[src/rtl/axi4_lite_write_master_engine_if.sv]
// AXI4-Lite write channels (AW, W, B) between
// the write master engine and a write slave.
interface axi4_lite_write_master_engine_if #(
  parameter int ADDRESS_WIDTH = 32,
  parameter int DATA_WIDTH    = 32
);
  logic                      awvalid;
  logic                      awready;
  logic [ADDRESS_WIDTH-1:0]  awaddr;
  logic [2:0]                awprot;
  logic                      wvalid;
  logic                      wready;
  logic [DATA_WIDTH-1:0]     wdata;
  logic [DATA_WIDTH/8-1:0]   wstrb;
  logic                      bvalid;
  logic                      bready;
  logic [1:0]                bresp;

  modport master (
    output awvalid, awaddr, awprot,
    output wvalid, wdata, wstrb,
    output bready,
    input  awready, wready,
    input  bvalid, bresp
  );

  modport slave (
    input  awvalid, awaddr, awprot,
    input  wvalid, wdata, wstrb,
    input  bready,
    output awready, wready,
    output bvalid, bresp
  );
endinterface

[src/rtl/axi4_lite_write_master_engine.sv]
// AXI4-Lite write initiator: one local command
// becomes one AW+W burst, B returns as rsp.
module axi4_lite_write_master_engine #(
  parameter int ADDRESS_WIDTH  = 32,
  parameter int DATA_WIDTH     = 32,
  parameter int TIMEOUT_CYCLES = 256
) (
  input  logic                     aclk,
  input  logic                     aresetn,
  input  logic                     cmd_valid,
  output logic                     cmd_ready,
  input  logic [ADDRESS_WIDTH-1:0] cmd_addr,
  input  logic [2:0]               cmd_prot,
  input  logic [DATA_WIDTH-1:0]    cmd_data,
  input  logic [DATA_WIDTH/8-1:0]  cmd_strb,
  output logic                     rsp_valid,
  input  logic                     rsp_ready,
  output logic [1:0]               rsp_resp,
  output logic                     timeout_err,
  axi4_lite_write_master_engine_if.master axi
);

  localparam int CW = $clog2(TIMEOUT_CYCLES + 2);
  localparam logic [CW-1:0] TMO = CW'(TIMEOUT_CYCLES);
  localparam logic [CW-1:0] ONE = CW'(1);

  typedef enum logic [1:0] {
    IDLE,
    SEND,
    WAIT_B,
    RESP
  } state_t;

  state_t state, nxt;

  logic          aw_done, w_done;
  logic          awvalid, wvalid, bready;
  logic          accept, aw_hs, w_hs, b_hs;
  logic          busy;
  logic [CW-1:0] cnt;

  assign accept = cmd_valid & cmd_ready;
  assign aw_hs  = awvalid & axi.awready;
  assign w_hs   = wvalid & axi.wready;
  assign b_hs   = bready & axi.bvalid;
  assign busy   = (state == SEND) ||
                  (state == WAIT_B);

  assign axi.awvalid = awvalid;
  assign axi.wvalid  = wvalid;
  assign axi.bready  = bready;

  // State register; reset drops every valid at once
  always_ff @(posedge aclk or negedge aresetn) begin
    if (!aresetn) state <= IDLE;
    else          state <= nxt;
  end

  // Next state and handshake outputs decoded from state
  always_comb begin
    nxt       = state;
    cmd_ready = 1'b0;
    rsp_valid = 1'b0;
    awvalid   = 1'b0;
    wvalid    = 1'b0;
    bready    = 1'b0;
    unique case (state)
      IDLE: begin
        cmd_ready = 1'b1;
        if (cmd_valid) nxt = SEND;
      end
      SEND: begin
        awvalid = !aw_done;
        wvalid  = !w_done;
        if ((aw_done || axi.awready) &&
            (w_done || axi.wready))
          nxt = WAIT_B;
      end
      WAIT_B: begin
        bready = 1'b1;
        if (axi.bvalid) nxt = RESP;
      end
      RESP: begin
        rsp_valid = 1'b1;
        if (rsp_ready) nxt = IDLE;
      end
      default: nxt = IDLE;
    endcase
  end

  // Per-channel completion flags, re-armed on accept
  always_ff @(posedge aclk or negedge aresetn) begin
    if (!aresetn) begin
      aw_done <= 1'b0;
      w_done  <= 1'b0;
    end else if (accept) begin
      aw_done <= 1'b0;
      w_done  <= 1'b0;
    end else begin
      if (aw_hs) aw_done <= 1'b1;
      if (w_hs)  w_done  <= 1'b1;
    end
  end

  // Payload registers feed the bus directly
  always_ff @(posedge aclk or negedge aresetn) begin
    if (!aresetn) begin
      axi.awaddr <= '0;
      axi.awprot <= '0;
      axi.wdata  <= '0;
      axi.wstrb  <= '0;
    end else if (accept) begin
      axi.awaddr <= cmd_addr;
      axi.awprot <= cmd_prot;
      axi.wdata  <= cmd_data;
      axi.wstrb  <= cmd_strb;
    end
  end

  // Response capture, held until rsp handshake
  always_ff @(posedge aclk or negedge aresetn) begin
    if (!aresetn)  rsp_resp <= '0;
    else if (b_hs) rsp_resp <= axi.bresp;
  end

  // Saturating watchdog; flag is sticky until reset
  always_ff @(posedge aclk or negedge aresetn) begin
    if (!aresetn) begin
      cnt         <= '0;
      timeout_err <= 1'b0;
    end else if (accept) begin
      cnt <= '0;
    end else if (busy) begin
      if (cnt != TMO) cnt <= cnt + ONE;
      if (TIMEOUT_CYCLES != 0 && cnt == TMO - ONE)
        timeout_err <= 1'b1;
    end
  end

endmodule

[src/flat_wrapper.sv]
// flat-port wrapper written by rule: the top's interface ports become plain ports
module axi4_lite_write_master_engine_flat 
#(
  parameter int ADDRESS_WIDTH  = 32,
  parameter int DATA_WIDTH     = 32,
  parameter int TIMEOUT_CYCLES = 256
)
  (aclk, aresetn, cmd_valid, cmd_ready, cmd_addr, cmd_prot, cmd_data, cmd_strb, rsp_valid, rsp_ready, rsp_resp, timeout_err, axi_awvalid, axi_awaddr, axi_awprot, axi_wvalid, axi_wdata, axi_wstrb, axi_bready, axi_awready, axi_wready, axi_bvalid, axi_bresp);
  axi4_lite_write_master_engine_if #(.ADDRESS_WIDTH(ADDRESS_WIDTH), .DATA_WIDTH(DATA_WIDTH)) axi_i ();
  input  logic aclk;
  input  logic aresetn;
  input  logic cmd_valid;
  output logic cmd_ready;
  input  logic [ADDRESS_WIDTH-1:0] cmd_addr;
  input  logic [2:0] cmd_prot;
  input  logic [DATA_WIDTH-1:0] cmd_data;
  input  logic [DATA_WIDTH/8-1:0] cmd_strb;
  output logic rsp_valid;
  input  logic rsp_ready;
  output logic [1:0] rsp_resp;
  output logic timeout_err;
  output wire logic [$bits(axi_i.awvalid)-1:0] axi_awvalid;
  output wire logic [$bits(axi_i.awaddr)-1:0] axi_awaddr;
  output wire logic [$bits(axi_i.awprot)-1:0] axi_awprot;
  output wire logic [$bits(axi_i.wvalid)-1:0] axi_wvalid;
  output wire logic [$bits(axi_i.wdata)-1:0] axi_wdata;
  output wire logic [$bits(axi_i.wstrb)-1:0] axi_wstrb;
  output wire logic [$bits(axi_i.bready)-1:0] axi_bready;
  input wire logic [$bits(axi_i.awready)-1:0] axi_awready;
  input wire logic [$bits(axi_i.wready)-1:0] axi_wready;
  input wire logic [$bits(axi_i.bvalid)-1:0] axi_bvalid;
  input wire logic [$bits(axi_i.bresp)-1:0] axi_bresp;
  assign axi_awvalid = axi_i.awvalid;
  assign axi_awaddr = axi_i.awaddr;
  assign axi_awprot = axi_i.awprot;
  assign axi_wvalid = axi_i.wvalid;
  assign axi_wdata = axi_i.wdata;
  assign axi_wstrb = axi_i.wstrb;
  assign axi_bready = axi_i.bready;
  assign axi_i.awready = axi_awready;
  assign axi_i.wready = axi_wready;
  assign axi_i.bvalid = axi_bvalid;
  assign axi_i.bresp = axi_bresp;
  axi4_lite_write_master_engine #(.ADDRESS_WIDTH(ADDRESS_WIDTH), .DATA_WIDTH(DATA_WIDTH), .TIMEOUT_CYCLES(TIMEOUT_CYCLES)) u_core (.aclk(aclk), .aresetn(aresetn), .cmd_valid(cmd_valid), .cmd_ready(cmd_ready), .cmd_addr(cmd_addr), .cmd_prot(cmd_prot), .cmd_data(cmd_data), .cmd_strb(cmd_strb), .rsp_valid(rsp_valid), .rsp_ready(rsp_ready), .rsp_resp(rsp_resp), .timeout_err(timeout_err), .axi(axi_i));
endmodule
[config.mk]
export PLATFORM = sky130hd
export DESIGN_NAME = axi4_lite_write_master_engine_flat
export DESIGN_NICKNAME = d
export VERILOG_FILES = /design/src/rtl/axi4_lite_write_master_engine_if.sv /design/src/rtl/axi4_lite_write_master_engine.sv /design/src/flat_wrapper.sv
export SDC_FILE = /design/constraint.sdc
export NUM_CORES = 1
export LEC_CHECK = 0
export CORE_MARGIN = 3
export CORE_UTILIZATION = 42
export DETAILED_ROUTE_END_ITERATION = 12
export GPL_TIMING_DRIVEN = 0
export HOLD_SLACK_MARGIN = 0.06
export PLACE_DENSITY_LB_ADDON = 0.2
export SETUP_SLACK_MARGIN = 0.4
export SYNTH_ARGS = -nofsm -noshare
export SYNTH_HDL_FRONTEND = slang
export SYNTH_SLANG_ARGS = --single-unit
[constraint.sdc]
create_clock -name aclk -period 3.66 [get_ports aclk]
set_input_delay 0.732 -clock aclk [delete_from_list [all_inputs] [get_ports aclk]]
set_output_delay 0.732 -clock aclk [all_outputs]
set_load 0.01 [all_outputs]
Word-level counts from Yosys, hierarchy flattened
Index checks and enable logic that the tools add are counted.
{"block": "totals", "ff_bits": 87, "inputBits": 80, "out_inout_bits": 79}
{"block": "classes", "n_addsub": 1, "eq_ne": 9, "muxes": 17, "bitwise": 5, "reduce_logical": 14}
{"operator": "$mux 9", "n": 3}
{"operator": "$add 9x1->9 const B", "n": 1}
{"operator": "$eq 9x8->1 const B", "n": 1}
{"operator": "$mux 1", "n": 9}
{"operator": "$ne 9x9->1 const B", "n": 1}
{"operator": "$mux 2", "n": 4}
{"operator": "$ne 2x2->1 const B", "n": 4}
{"operator": "$pmux 2 s4", "n": 1}
{"operator": "$reduce_bool 2->1", "n": 4}
{"operator": "$and 1x1->1", "n": 4}
{"operator": "$eq 2x2->1 const B", "n": 2}
{"operator": "$reduce_and 4->1", "n": 1}
{"operator": "$logic_or 1x1->1", "n": 3}
{"operator": "$reduce_and 3->1", "n": 1}
{"operator": "$eq 2x1->1 const B", "n": 1}
{"operator": "$logic_not 1->1", "n": 2}
{"operator": "$logic_not 2->1", "n": 1}
{"operator": "$reduce_and 2->1", "n": 1}
{"operator": "$logic_and 1x1->1", "n": 1}
{"operator": "$not 1->1", "n": 1}

Longest topological paths before layout
{"block": "logic_depth", "ltp_word": 5, "depth_mapped": 7, "mapped_depth_nobuf": 6}

Worst setup path before layout
OpenSTA, ideal clock, no wires.
{"block": "synth_path", "path_kind": "flip-flop to output port", "from": "register u_core.state[1]", "to": "output port axi_awvalid", "arrival_time_ns": 0.906, "slack_ns": 2.022, "stages_incl_launch_ff": 4, "n_path_buf": 0, "cell_sequence": "dfrtp_1 inv_1 ha_1 nor2b_1"}
{"block": "synth_between", "elab_chain_len": 2}
{"element": "start, declared", "line": "axi4_lite_write_master_engine.sv:34", "rtl": "state_t state, nxt;"}
{"element": "start signal, assigned", "line": "axi4_lite_write_master_engine.sv:56", "rtl": "else state <= nxt;"}
{"element": "$eq 2x1->1", "line": "axi4_lite_write_master_engine.sv:67", "rtl": "unique case (state)"}
{"element": "$mux 1", "line": "axi4_lite_write_master_engine.sv:67"}
{"element": "end, declared", "line": "flat_wrapper.sv:22", "rtl": "output wire logic [$bits(axi_i.awvalid)-1:0] axi_awvalid;"}
No other way between the ends.

Worst setup path after layout
{"block": "layout_path", "from": "register u_core.state[1]", "to": "output port axi_wvalid"}
{"block": "layout_between", "elab_chain_len": 2}
{"element": "$eq 2x1->1", "line": "axi4_lite_write_master_engine.sv:67"}
{"element": "$mux 1", "line": "axi4_lite_write_master_engine.sv:67"}
{"element": "end, declared", "line": "flat_wrapper.sv:25", "rtl": "output wire logic [$bits(axi_i.wvalid)-1:0] axi_wvalid;"}
No other way between the ends.

==> results.toml <==
[detailed_routing]
vias_per_cell = 4.66
drc = 0
postRouteAntennaNets = 0
drt_first_pass_iters = 4
wl_per_cell_um = 14.0
drtIter0Drc = 104
routed_wirelength_um = 9240
route.vias.total = 3075

[sta]
hold_violations = 0
maxSlewViolCount = 0
finalSetupViolations = 0
worst_pin_slew_ns = 0.568
setup_tns_ns = 0
clock_skew_ns = 0.0102
max_freq_mhz = 389
min_period_ns = 2.57
rsz0062_at_grt = "false"
fin_crit_sh = 0.702
relSlewSlack = 0.621
hold_slack_ns = 0.372
setup_slack_ns = 1.09

[cts]
cts.sinks = 87
clock_latency_ns = 0.35
cts_inserted_buffers = 9
clk_pin_slew_worst_paths_ns = 0.09
cts-htree-levels = 3
cts_tree = "done"
post-cts-setup-buffers = 0
root_buffer = "clkbuf_8"
cts_resized = 0
cts_hold_buf = 0
clockBufferDepth = 2

[floorplan]
io_pins = 159
row_count = 32
initial_core_util = 0.443
dieArea_sq_um = 9490
dieHeight_um = 97.4
die_x_um = 97.4
core_area_sq_um = 7930

[placement]
dpl_cell_area_sq_um = 5240
pre_cts_ws_ns = 1.12
dpl.hpwl_um = 6940
place_congestion = 0.827
place_inst = 644
port_buffers = 158

[layout]
antennaDiodeCount = 0
design_area_sq_um = 5500
syn_to_final_growth_pct = 56.7
drive_above_1_share = 0.0448
nNetsFinal = 641
fillers = 635
final_cell_count_no_fill = 660

[grt]
grt_overflow = 0
grt_max_degree = 45
grt_usage = 0.200
grt_pass1_wl_um = 15500
grt_pass1_vias = 3242
antenna_found_initial = 0

[yosys]
synth_cell_types = 29
seq_area_frac_synth = 0.621
syn_nets = 471
ys_warn_count = 0
syn_inst = 383
syn_area_per_cell_sq_um = 9.16
ys_ff_latch = 87
syn_area_sq_um = 3510

[worst_hold_path]
min_path_type = "input port to async pin"

[worst_setup_path]
r2r_cells = 7
criticalPathCategory = "flop to output pin"
crit_path_start_kind = "flop"
endpoint_kind = "output pin"
cp.required_ns = 2.93
critPathArrivalTime_ns = 1.84
worstPathMaxFanout = 4

[power_and_ir_drop]
ir_drop_mv = 0.414
p_leak_uw = 0.00269
power_density_nw_per_um2 = 818

[run_status]
status = "complete, no violations"

[job]
cap_violations = 0
==> power breakdown <==
group	switching, uW	internal, uW	total [uW]
registers	238	1390	1630
logic	973	1080	2050
clock network	332	491	823
==> layout by cell type, fill, tap and decap left out <==
| master | netlist | routed |
|---|---|---|
| a31o_2 | 1 | 1 |
| a311oi_1 | 1 | 1 |
| and4_2 | 1 | 1 |
| and2_1 | 1 | 1 |
| ha_1 | 8 | 8 |
| nand2b_1 | 1 | 1 |
| buf_16 | 0 | 1 |
| inv_1 | 9 | 9 |
| nor2_1 | 9 | 9 |
| clkinv_2 | 0 | 1 |
| o41a_4 | 1 | 1 |
| or4_1 | 1 | 1 |
| nand4_1 | 2 | 2 |
| mux2i_1 | 1 | 1 |
| mux2_2 | 3 | 3 |
| clkdlybuf4s50_1 | 0 | 157 |
| nand2_1 | 217 | 217 |
| o221ai_1 | 1 | 1 |
| o31ai_2 | 1 | 1 |
| xor2_1 | 4 | 4 |
| a21oi_1 | 4 | 4 |
| buf_4 | 0 | 1 |
| buf_1 | 3 | 3 |
| a221o_1 | 1 | 1 |
| clkbuf_1 | 15 | 15 |
| o21ai_0 | 1 | 1 |
| nor3_1 | 1 | 1 |
| nor2b_1 | 2 | 2 |
| xnor2_1 | 2 | 2 |
| dfrtp_1 | 87 | 87 |
| and4_1 | 1 | 1 |
| clkinv_4 | 0 | 1 |
| bufinv_16 | 0 | 3 |
| and3_1 | 1 | 1 |
| clkbuf_8 | 0 | 11 |
| nand3_1 | 3 | 3 |
==> final timing paths <==
kind                       slack (ns)                    end          startpoint
setup / recovery                 1.09             axi_wvalid     u_core.state[1]
hold / removal                   0.37  u_core.axi.awaddr[19]             aresetn
setup reg to reg                 1.62   u_core.axi.awaddr[0]     u_core.state[0]
hold reg to reg                  0.47     u_core.timeout_err  u_core.timeout_err
max in group asynchronous        2.68   u_core.axi.wdata[17]             aresetn
min in group aclk                0.47     u_core.timeout_err  u_core.timeout_err
==> flip-flops by register name (all words and copies together), names as in the netlist <==
name,cells
u_core.aw_done,1
u_core.axi.awaddr,32
u_core.axi.awprot,3
u_core.axi.wdata,32
u_core.axi.wstrb,4
u_core.cnt,9
u_core.rsp_resp,2
u_core.state,2
u_core.timeout_err,1
u_core.w_done,1
==> critical path, stage by stage (launching register included) <==
cell and delay (ns):
dfrtp_1 0.42, inv_1 0.13, ha_1 0.21, nor2b_1 0.18, clkdlybuf4s50_1 0.55
==> per-stage QoR <==
| stage | util | total power (uW) |
|---|---|---|
| 2_1_floorplan | - | 2560 |
| 3_3_place_gp | 0.658 | 3630 |
| 3_5_place_dp | 0.661 | 3710 |
| 4_1_cts | 0.693 | 4550 |
| 5_1_grt | 0.693 | 4840 |
| 6_report | 0.693 | 4500 |
==> metal layers <==
metal | wire length, um | track usage | part of all wire
met5 | 0 | 0 | 0
met4 | 121 | 0.0522 | 0.013
met3 | 806 | 0.0811 | 0.087
met2 | 4540 | 0.336 | 0.49
met1 | 3770 | 0.239 | 0.41
==> logic make-up (layout without fill, tap and decap cells) <==
group           after synthesis  after routing  synth area share
simple gates                240            240             0.267
buf+inv                      27            202            0.0289
xor+xnor                      6              6            0.0150
compound gates               11             11            0.0271
mux                           4              4            0.0125
flops                        87             87             0.621
fa+ha+maj                     8              8            0.0285
==> cells in the mapped netlist <==
| cell | number | area share |
|---|---|---|
| o221ai_1 | 1 | 0.0025 |
| and4_1 | 1 | 0.0025 |
| nand2b_1 | 1 | 0.0018 |
| a221o_1 | 1 | 0.0029 |
| ha_1 | 8 | 0.029 |
| mux2i_1 | 1 | 0.0029 |
| nor3_1 | 1 | 0.0014 |
| and4_2 | 1 | 0.0029 |
| clkbuf_1 | 15 | 0.016 |
| o41a_4 | 1 | 0.0061 |
| nor2b_1 | 2 | 0.0036 |
| nand3_1 | 3 | 0.0043 |
| nor2_1 | 9 | 0.0096 |
| o31ai_2 | 1 | 0.0036 |
| nand2_1 | 217 | 0.23 |
| or4_1 | 1 | 0.0021 |
| o21ai_0 | 1 | 0.0014 |
| xnor2_1 | 2 | 0.0050 |
| and2_1 | 1 | 0.0018 |
| a311oi_1 | 1 | 0.0025 |
| xor2_1 | 4 | 0.010 |
| buf_1 | 3 | 0.0032 |
| mux2_2 | 3 | 0.0096 |
| a31o_2 | 1 | 0.0025 |
| and3_1 | 1 | 0.0018 |
| inv_1 | 9 | 0.0096 |
| dfrtp_1 | 87 | 0.62 |
| nand4_1 | 2 | 0.0036 |
| a21oi_1 | 4 | 0.0057 |
==> final cells by class <==
class                   instances  area [sq um]  area share
plain buffers                  18          67.6      0.0123
repair buffers                159          1610       0.292
inverters                       9          33.8     0.00614
clock buffers                  11           151      0.0275
clock inverters                 5           104      0.0189
flip-flops and latches         87          2180       0.396
multi-input cells             269          1230       0.224
well taps                     102           128      0.0232
No activity file was read; power rests on OpenSTA's default activity.
==> patch: new RTL, config.mk and constraints unchanged <==
Encoding of `state_t`: now Gray code (2 bits for 4 states).
--- a/src/rtl/axi4_lite_write_master_engine.sv
+++ b/src/rtl/axi4_lite_write_master_engine.sv
@@ -25,10 +25,10 @@
   localparam logic [CW-1:0] ONE = CW'(1);
 
   typedef enum logic [1:0] {
-    IDLE,
-    SEND,
-    WAIT_B,
-    RESP
+    IDLE   = 2'b00,
+    SEND   = 2'b01,
+    WAIT_B = 2'b11,
+    RESP   = 2'b10
   } state_t;
 
   state_t state, nxt;
Function: same outputs for any inputs over 10 cycles, from zero or initial values and one cycle with aresetn low; not proved beyond that.
==> patch against the original RTL <==
- sequential share of layout area shrank 1.4 points
- worst setup slack lost 0.14 ns
- critical path type unchanged
- synthesized area grew 6.4%
- non-clock buffer count shrank 8
- routed wire length shrank 5.4%
- largest cell class unchanged
- fmax shrank 5.2%
- power grew 8.5%
- clock skew is essentially flat
- sequential cell count is the same
- final area grew 3.6%
==> patch: results (changes against the original RTL) <==
* Clock skew at 0.01027 ns (+0.00004950 ns)
* R2r setup slk at 2.03 ns (+0.41 ns)
* Slew @ Worst Pin at 0.4236 ns (-0.1445 ns)
* Synth Net Count at 314 (-33%)
* Combinational power at 2.40 mW (+17%)
* Leakage at 2.668 nW (-0.63%)
* Cell count after synthesis at 231 (-40%)
* Drt pass-1 iters at 6 (+2)
* Vias in the first global route at 2626 (-19%)
* WHS at 0.3078 ns (-0.06453 ns)
* H-tree lvl count at 3 (unchanged)
* Synth top cells by count: dfrtp_1 (87), mux2_4 (71), nand2_1 (10), buf_6 (8), nor2_1 (8)
* Flop pwr share at 35.4% (-0.8 points)
* 1st-iter DRT viols at 56 (-46%)
* DP Worst Slack at 1.262 ns (+0.1461 ns)
* Final wirelength at 8744 um (-5.4%)
* Vias at 2473 (-20%)
* Largest regs: u_core.axi.awaddr: 32 flops, u_core.axi.wdata: 32 flops, u_core.cnt: 9 flops
* Largest net degree at the start of global routing at 58 (+29%)
* DP Cell Count at 495 (-23%)
* First-pass GRT wire length at 14010 um (-9.3%)
* Crit-path max FO at 10 (+6)
* Sequential area share after synthesis at 58.31% (-3.7 points)
* Reg-to-Reg Start: u_core.cnt[0]
* Pint at 3.406 mW (+15%)
* Status: finished, final reports clean
* Hpwl dp at 6566 um (-5.5%)
* # nets final at 484 (-24%)
* DR vias/cell at 4.840 (+3.9%)
* Fillers at 642 (+1.1%)
* Async SR Flop Fraction at 100.0% (unchanged)
* Synth area leaders: dfrtp_1 (58%), mux2_4 (29%), buf_6 (2.4%)
* Total GRT Usage at 17.86% (-2.2 points)
* Share of cells above drive strength 1 at 24.88% (+20 points)
* CP arrival at 1.98 ns (+0.14 ns)
-- patch: changes by cell type after synthesis, sizes merged, moves of 3 or more --
cell / before / now
inv: 9 / 6
ha: 8 / 3
nand2: 217 / 10
mux2: 3 / 73
xor2: 4 / 0
clkbuf: 15 / 1
buf: 3 / 9
mux2i: 1 / 4
-- patch: cells by family (layout without fill, tap and decap cells) --
kind of cell	after synthesis	after routing	share of synthesized area, %
mux	77	77	30.23
xor+xnor	1	1	0.2346
simple gates	32	32	4.189
buf+inv	16	191	3.318
fa+ha+maj	3	3	1.005
flops	87	87	58.31
compound gates	15	15	2.715
-- patch: worst max path at each step --
stage | slack (ns) | to | startpoint
after CTS | 0.91 | axi_wvalid | u_core.state[0]
after global placement | -1.33 | u_core.w_done | aresetn
after detailed placement | 1.26 | u_core.axi.awaddr[27] | cmd_valid
after floorplan | 1.86 | u_core.axi.awaddr[0] | cmd_valid
final | 0.95 | axi_wvalid | u_core.state[0]
after global routing | 0.78 | axi_wvalid | u_core.state[0]
-- patch: layout make-up --
type	instances	area share (%)
Timing Repair Buffer	159	28.20
Buffer	10	1.779
Clock inverter	7	1.801
Inverter	6	0.3953
Sequential cell	87	38.21
Clock buffer	9	2.174
Multi-Input combinational cell	128	25.14
Tap cell	105	2.306
-- patch: metal layers --
| metal | wire [um] | part of all wire, % | track usage [%] |
|---|---|---|---|
| met5 | 0 | 0 | 0 |
| met4 | 123 | 1.4 | 5.699 |
| met3 | 542 | 6.2 | 3.475 |
| met1 | 3902 | 45 | 24.83 |
| met2 | 4175 | 48 | 28.34 |
-- patch: through the flow --
stage / TNS (ns) / instance area (um2)
finish: 0 / 5698
CTS: 0 / 5698
floorplan: 0 / 3734
global route: 0 / 5698
detailed placement: 0 / 5472
global placement: -115.17 / 5446
